## src/rtl/if_stage_pkg.sv

```systemverilog
// Shared types and constants for the sMIPS instruction-fetch stage.
package if_stage_pkg;

  typedef enum logic [1:0] {
    IF_S_REQ  = 2'd0,
    IF_S_WAIT = 2'd1,
    IF_S_FULL = 2'd2,
    IF_S_DROP = 2'd3
  } if_state_t;

  localparam int          INST_ADDR_BUS = 32;
  localparam int          INST_BUS      = 32;
  localparam logic [31:0] ZERO_WORD     = 32'h0000_0000;
  localparam logic        RST_ENABLE    = 1'b1;

  typedef struct packed {
    logic [INST_ADDR_BUS-1:0] pc;
    logic [INST_BUS-1:0]      inst;
  } fetch_word_t;

  function automatic logic [31:0] align_pc(input logic [31:0] addr);
    return addr & ~32'h0000_0003;
  endfunction

endpackage

```

## src/rtl/if_stage_if_id_reg.sv

```systemverilog
// IF/ID boundary register with a one-entry skid; a word loads one edge after it arrives.
// Stall holds the output and diverts a late arrival into the skid; flush clears both.
module if_id_reg
  import if_stage_pkg::*;
(
  input  logic        clk,
  input  logic        rst,
  input  logic        stall,
  input  logic        flush,
  input  logic        load,
  input  fetch_word_t load_word,
  output logic        slot_free,
  output logic [31:0] pc,
  output logic [31:0] inst,
  output logic        inst_valid
);

  fetch_word_t skid_word;
  logic        skid_valid;

  assign slot_free = !inst_valid || !stall;

  // pc is left alone on flush/consume so decode still sees the last address.
  always_ff @(posedge clk) begin
    if (rst == RST_ENABLE) begin
      pc         <= ZERO_WORD;
      inst       <= ZERO_WORD;
      inst_valid <= 1'b0;
      skid_valid <= 1'b0;
      skid_word  <= '0;
    end else if (flush) begin
      inst       <= ZERO_WORD;
      inst_valid <= 1'b0;
      skid_valid <= 1'b0;
    end else if (load && slot_free) begin
      pc         <= load_word.pc;
      inst       <= load_word.inst;
      inst_valid <= 1'b1;
    end else if (load) begin
      skid_word  <= load_word;
      skid_valid <= 1'b1;
    end else if (skid_valid && !stall) begin
      pc         <= skid_word.pc;
      inst       <= skid_word.inst;
      inst_valid <= 1'b1;
      skid_valid <= 1'b0;
    end else if (inst_valid && !stall) begin
      inst       <= ZERO_WORD;
      inst_valid <= 1'b0;
    end
  end

endmodule

```

## src/rtl/if_stage.sv

```systemverilog
// Instruction fetch: owns the PC, one outstanding imem read; rvalid reaches inst_o next edge.
// Decode stall parks a late response in the skid; redirect flushes and drops any in-flight read.
module if_stage
  import if_stage_pkg::*;
#(
  parameter logic [31:0] RESET_PC = 32'h0000_0000
) (
  input  logic        clk,
  input  logic        rst,
  input  logic        stall_i,
  input  logic        redirect_i,
  input  logic [31:0] redirect_pc_i,
  output logic        imem_req_o,
  output logic [31:0] imem_addr_o,
  input  logic        imem_ack_i,
  input  logic        imem_rvalid_i,
  input  logic [31:0] imem_rdata_i,
  output logic [31:0] pc_o,
  output logic [31:0] inst_o,
  output logic        inst_valid_o
);

  if_state_t   state, state_nxt;
  logic [31:0] fetch_pc;
  logic [31:0] req_pc;
  logic        handshake;
  logic        load;
  logic        slot_free;
  fetch_word_t load_word;

  assign handshake = (state == IF_S_REQ) && imem_ack_i;
  assign load      = (state == IF_S_WAIT) && imem_rvalid_i;
  assign load_word = '{pc: req_pc, inst: imem_rdata_i};

  always_ff @(posedge clk) begin
    if (rst == RST_ENABLE) state <= IF_S_REQ;
    else                   state <= state_nxt;
  end

  always_comb begin
    state_nxt = state;
    if (redirect_i) begin
      // Any response still owed by memory must be swallowed before refetching.
      case (state)
        IF_S_REQ:  state_nxt = imem_ack_i    ? IF_S_DROP : IF_S_REQ;
        IF_S_WAIT: state_nxt = imem_rvalid_i ? IF_S_REQ  : IF_S_DROP;
        IF_S_DROP: state_nxt = imem_rvalid_i ? IF_S_REQ  : IF_S_DROP;
        default:   state_nxt = IF_S_REQ;
      endcase
    end else begin
      case (state)
        IF_S_REQ:  if (imem_ack_i)    state_nxt = IF_S_WAIT;
        IF_S_WAIT: if (imem_rvalid_i) state_nxt = slot_free ? IF_S_REQ : IF_S_FULL;
        IF_S_FULL: if (!stall_i)      state_nxt = IF_S_REQ;
        IF_S_DROP: if (imem_rvalid_i) state_nxt = IF_S_REQ;
        default:                      state_nxt = IF_S_REQ;
      endcase
    end
  end

  always_comb begin
    imem_req_o  = (state == IF_S_REQ);
    imem_addr_o = fetch_pc;
  end

  always_ff @(posedge clk) begin
    if (rst == RST_ENABLE) begin
      fetch_pc <= RESET_PC;
      req_pc   <= ZERO_WORD;
    end else if (redirect_i) begin
      fetch_pc <= align_pc(redirect_pc_i);
    end else if (handshake) begin
      req_pc   <= fetch_pc;
      fetch_pc <= fetch_pc + 32'd4;
    end
  end

  if_id_reg u_if_id_reg (
    .clk        (clk),
    .rst        (rst),
    .stall      (stall_i),
    .flush      (redirect_i),
    .load       (load),
    .load_word  (load_word),
    .slot_free  (slot_free),
    .pc         (pc_o),
    .inst       (inst_o),
    .inst_valid (inst_valid_o)
  );

endmodule
```

## config.mk

```make
export PLATFORM = sky130hd
export DESIGN_NAME = if_stage
export DESIGN_NICKNAME = d
export VERILOG_FILES = /design/src/rtl/if_stage_pkg.sv /design/src/rtl/if_stage_if_id_reg.sv /design/src/rtl/if_stage.sv
export SDC_FILE = /design/constraint.sdc
export NUM_CORES = 1
export LEC_CHECK = 0
export CORE_UTILIZATION = 55
export DETAILED_ROUTE_END_ITERATION = 8
export DONT_BUFFER_PORTS = 1
export PLACE_DENSITY = 0.73
export SLEW_MARGIN = 20
export SYNTH_ARGS = -nofsm -noshare
export SYNTH_HDL_FRONTEND = slang
export SYNTH_SLANG_ARGS = --single-unit
```

## constraint.sdc

```tcl
create_clock -name clk -period 2.3 [get_ports clk]
set_input_delay 0.345 -clock clk [delete_from_list [all_inputs] [get_ports clk]]
set_output_delay 0.345 -clock clk [all_outputs]
set_load 0.01 [all_outputs]
```

Word-level counts from Yosys, hierarchy flattened
Cells that the tools add are included.
{ "totals": {"wordCells": 67, "reg_bits": 196, "inputBits": 70} }
{ "classes": {"bitwise": 2, "n_eq_ne": 8, "muxes": 25, "reduce_logical": 21, "add_sub_neg": 1} }
{ "ops": {"columns": ["operator", "n"], "rows": [
  ["$mux 32", 9],
  ["$add 32x3->32 const B", 1],
  ["$mux 2", 8],
  ["$ne 3x3->1 const B", 3],
  ["$pmux 2 s4", 1],
  ["$mux 1", 6],
  ["$reduce_and 2->1", 3],
  ["$reduce_and 3->1", 2],
  ["$reduce_bool 2->1", 3],
  ["$logic_and 1x1->1", 5],
  ["$eq 2x2->1 const B", 2],
  ["$pmux 2 s2", 1],
  ["$reduce_and 4->1", 1],
  ["$reduce_or 2->1", 2],
  ["$ne 3x2->1 const B", 1],
  ["$reduce_bool 3->1", 1],
  ["$eq 2x1->1 const B", 1],
  ["$logic_not 1->1", 2],
  ["$logic_not 2->1", 1],
  ["$ne 2x2->1 const B", 1],
  ["$not 1->1", 2],
  ["$logic_or 1x1->1", 1]
]} }

Longest topological paths before layout
{ "logic_depth": {"depth_word": 6, "mapped_depth": 7} }

By module
A second synthesis with hierarchy kept.
{ "unflattened": {"hier_cells": 1045, "hier_area_um2": 8280.4} }
{ "by_module_without_submodules": {"columns": ["module", "n_inst", "area_per_inst_um2", "cells_per_inst"], "rows": [
  ["if_id_reg", 1, 5313.8, 662],
  ["if_stage", 1, 2966.6, 383]
]} }

Worst setup path after synthesis
No wires, ideal clock.
{ "synth_timing": {"path_kind": "register to register", "start": "register state[0]", "end": "register fetch_pc[19] (netlist: imem_addr_o[19])", "n_path_buf": 2, "slack_ns": 0.101, "path_stages_with_launch": 7, "setup_time_ns": 0.112, "arrival_time_ns": 2.087, "path_cell_list": "dfxtp_1 buf_6 or3b_4 or4_1 buf_2 or3_1 a2111oi_1"} }
{ "synth_via": {"elab_chain_len": 3} }
{ "synth_lines": {"columns": ["element", "line_no", "source"], "rows": [
  ["from (decl)", "if_stage.sv:23", "if_state_t state, state_nxt;"],
  ["from (signal assigned)", "if_stage.sv:37", "else state <= state_nxt;"],
  ["$logic_not 2->1", "if_stage.sv:31", "assign handshake = (state == IF_S_REQ) && imem_ack_i;"],
  ["$logic_and 1x1->1", "if_stage.sv:31", null],
  ["$reduce_bool 2->1 (no source line)", null, null],
  ["to (signal assigned)", "if_stage.sv:71", "fetch_pc <= align_pc(redirect_pc_i);"],
  ["to (signal assigned)", "if_stage.sv:74", "fetch_pc <= fetch_pc + 32'd4;"],
  ["to (decl)", "if_stage.sv:24", "logic [31:0] fetch_pc;"]
]} }
No other way between the ends.
A chain may end at the register's enable or synchronous reset.

Final worst setup path
{ "layout_timing": {"start": "register state[1]", "end": "register fetch_pc[15] (netlist: imem_addr_o[15])"} }
Same word-level chain as after synthesis.

==> load_flow_metrics.sql <==
INSERT INTO impl_metrics (metric_group, metric, value, unit) VALUES
('worst_hold_path', 'worstHoldEndpoint', 'imem_addr_o[21]', ''),
('timing', 'worstMarginPinSlew', '0.727', 'ns'),
('setup_path', 'worst-r2r-setup-slack', '0.13', 'ns'),
('floorplan', 'die_area', '15100', 'sq um'),
('clock_tree', 'cts-root-to-sink-buffers', '2', ''),
('setup_path', 'critical_path_required', '2.64', 'ns'),
('synthesis', 'syn_inst', '987', ''),
('power', 'power_switching', '1.64', 'mW'),
('timing', 'achievable-frequency', '460', 'MHz'),
('timing', 'relSlewSlack', '51.6', '%'),
('synthesis', 'synth-seq-cells', '188', ''),
('synthesis', 'mean_syn_cell_area', '8.14', 'sq um'),
('setup_path', 'crit_path_end_kind', 'flop', ''),
('setup_path', 'crit_type', 'flop to flop', ''),
('synthesis', 'ys_async_sr_fraction', '0', '%'),
('timing', 'setup-tns-final', '0', 'ns'),
('clock_tree', 'postCtsSetupRepairBufs', '0', ''),
('setup_path', 'critical_path_maximum_fanout', '8', ''),
('route', 'wl', '21.8', 'mm'),
('floorplan', 'pin_count', '168', ''),
('clock_tree', 'clk_pin_slew_worst_paths', '0.07', 'ns'),
('synthesis', 'dominantRegCellSynth', 'sky130_fd_sc_hd__dfxtp_1', ''),
('route', 'drc_errors', '0', ''),
('clock_tree', 'cts_buffers', '17', ''),
('power', 'irDropWorstVdd', '558', 'uV'),
('timing', 'worst_hold_slack_after_final_layout', '0.0300', 'ns'),
('setup_path', 'timing.critical_path.slowest_cell_delay', '0.67', 'ns'),
('setup_path', 'capture_instance_of_the_worst_register_to_register_path', 'imem_addr_o[15]', ''),
('setup_path', 'worst_ep_arrival_time', '2.51', 'ns'),
('run', 'timing.max_cap.violations', '0', ''),
('floorplan', 'core_region_area', '14000', 'sq um'),
('placed_design', 'dp_slack', '0.129', 'ns'),
('power', 'power.internal', '5.01', 'mW'),
('route', 'dr.pass1.iters', '5', ''),
('global_routing', 'overall_routing_resource_usage', '29.9', '%'),
('route', 'post_drt_via_cell_ratio', '6.17', ''),
('route', 'routed_length_per_instance', '18.8', 'um'),
('final_layout', 'register_area', '3760', 'sq um'),
('synthesis', 'mappedNetlistArea', '8040', 'sq um'),
('power', 'comb_power_share', '6.7', '%'),
('power', 'sequentialPowerShare', '51.0', '%'),
('final_layout', 'layout.nets', '1039', ''),
('synthesis', 'synth.yosys.warnings', '0', ''),
('setup_path', 'worstRegToRegCells', '4', ''),
('worst_hold_path', 'min_delay_path_depth', '1', ''),
('final_layout', 'synthToLayoutAreaGrowth', '11.5', '%'),
('synthesis', 'sequential_share_of_the_synthesized_area', '46.8', '%'),
('setup_path', 'beginning_of_the_worst_register_to_register_path', 'state[1]', ''),
('placed_design', 'detailed_place_hpwl', '13.5', 'mm'),
('synthesis', 'yosys_cell_types', '52', ''),
('final_layout', 'multi_input_comb_area', '3930', 'sq um'),
('status', 'outcome', 'finished clean', ''),
('power', 'swShare', '24.7', '%'),
('power', 'leakage', '3.03', 'nW'),
('floorplan', 'die_height', '123', 'um'),
('timing', 'hold_violations', '0', ''),
('power', 'report.power.total', '6.65', 'mW'),
('clock_tree', 'post_cts_hold_buffer_count', '4', ''),
('timing', 'min_period', '2.17', 'ns'),
('clock_tree', 'worst_skew_pair.late_latency', '0.43', 'ns'),
('worst_hold_path', 'hold_path_class', 'input port to flop', ''),
('route', 'vias', '7164', ''),
('worst_hold_path', 'timing.hold.worst.start', 'rst', ''),
('global_routing', 'first_global_vias', '6666', ''),
('floorplan', 'floorplan.rows', '43', ''),
('power', 'share_clk_of_total_power', '42.3', '%'),
('final_layout', 'post_route_cells_drive_above_1_share', '8.97', '%'),
('final_layout', 'diodes', '0', ''),
('timing', 'setup-violations-final', '0', ''),
('timing', 'post-route-period-util', '94.5', '%'),
('floorplan', 'die_w', '123', 'um');
[synth_stat cells, types with 7 or more instances]
cell	n	area, sq um
sky130_fd_sc_hd__dfxtp_1	188	3760
sky130_fd_sc_hd__clkbuf_1	81	304
sky130_fd_sc_hd__or4_1	10	75.1
sky130_fd_sc_hd__a21o_1	30	225
sky130_fd_sc_hd__nor3_1	7	35.0
sky130_fd_sc_hd__nand2_1	209	785
sky130_fd_sc_hd__o21ai_0	43	215
sky130_fd_sc_hd__mux2i_1	30	300
sky130_fd_sc_hd__nand3_1	41	205
sky130_fd_sc_hd__nor2_1	63	236
sky130_fd_sc_hd__a222oi_1	31	310
sky130_fd_sc_hd__nand4_1	11	68.8
sky130_fd_sc_hd__or3_1	11	68.8
sky130_fd_sc_hd__a21oi_1	98	490
sky130_fd_sc_hd__nand2b_1	33	206
sky130_fd_sc_hd__a311oi_1	10	87.6
[worst max path at each step]
stage,startpoint,to,slack [ns],cells past startpoint
5_1_grt,state[1],imem_addr_o[19],0.005,4
3_5_place_dp,imem_ack_i,imem_addr_o[19],0.13,4
6_report,state[1],imem_addr_o[15],0.13,4
4_1_cts,state[1],imem_addr_o[15],0.13,4
3_3_place_gp,imem_ack_i,imem_addr_o[19],0.16,4
2_1_floorplan,state[0],imem_addr_o[19],0.10,6
[per-layer routing]
metal	part of all wire (%)	vias to the layer above	track usage, %	wire length (um)
li1	-	3442	-	-
met1	42	3403	37.6	9140
met2	47	276	48.1	10200
met3	9.0	43	9.41	1980
met4	2.3	0	10.7	501
met5	0	-	0	0
[area by class of cell]
type	count	share of cell area, %
Tap cell	180	2.51
Clock inverter	13	1.34
Timing Repair Buffer	50	5.16
Clock buffer	19	4.94
Inverter	6	0.251
Multi-Input combinational cell	705	43.8
Sequential cell	188	42.0
[layout by cell type, fill, tap and decap left out, types with 5 or more instances in the layout]
master and instances:
sky130_fd_sc_hd__clkbuf_16 17, sky130_fd_sc_hd__inv_1 6, sky130_fd_sc_hd__nand2b_1 33, sky130_fd_sc_hd__nand4_1 11, sky130_fd_sc_hd__buf_4 42, sky130_fd_sc_hd__clkinv_4 5
sky130_fd_sc_hd__a21o_1 30, sky130_fd_sc_hd__nand3_1 40, sky130_fd_sc_hd__nor2_1 60, sky130_fd_sc_hd__nand2_1 209, sky130_fd_sc_hd__o31ai_1 5, sky130_fd_sc_hd__o21ai_0 43
sky130_fd_sc_hd__buf_12 5, sky130_fd_sc_hd__a211oi_1 6, sky130_fd_sc_hd__a311oi_1 10, sky130_fd_sc_hd__nor3_1 6, sky130_fd_sc_hd__nor4_1 6, sky130_fd_sc_hd__a21oi_1 98
sky130_fd_sc_hd__dfxtp_1 188, sky130_fd_sc_hd__mux2i_1 30, sky130_fd_sc_hd__a31oi_1 6, sky130_fd_sc_hd__or3_1 11, sky130_fd_sc_hd__a222oi_1 31, sky130_fd_sc_hd__or4_1 10
[power groups by stage]
stage | Clock [mW] | Sequential [mW] | Combinational [mW]
2_1_floorplan | 0 | 3.47 | 0.298
3_3_place_gp | 0 | 3.46 | 0.389
5_1_grt | 2.97 | 3.40 | 0.484
4_1_cts | 2.84 | 3.39 | 0.443
6_report | 2.81 | 3.39 | 0.446
3_5_place_dp | 0 | 3.47 | 0.393
[stage by stage]
stage | instance area [sq um] | instances
floorplan | 8050 | 990
global placement | 8330 | 1125
detailed placement | 8330 | 1125
CTS | 8960 | 1161
global route | 8960 | 1161
finish | 8960 | 1161
[sequential cells by signal, indices dropped and copies added, names as in the netlist]
register                count
state                       2
u_if_id_reg.pc             30
u_if_id_reg.inst           32
u_if_id_reg.skid_word      62
req_pc                     30
u_if_id_reg.skid_valid      1
u_if_id_reg.inst_valid      1
imem_addr_o                30
[cell families after synthesis]
family | count (synthesis) | share of synthesized area [%]
compound gates | 252 | 20.4
xor+xnor | 6 | 0.654
fa+ha+maj | 1 | 0.156
buf+inv | 97 | 4.83
flops | 188 | 46.8
mux | 30 | 3.74
other cells | 1 | 0.0467
simple gates | 412 | 23.4
[worst max-delay path: cells and delay by family, from the launching register on]
| kind | cells | cell delay (ns) |
|---|---|---|
| and+or+nand+nor | 3 | 1.49 |
| DFF | 1 | 0.31 |
| AOI/OAI and AO/OA | 1 | 0.27 |
Power figures use the tool's default switching activity.
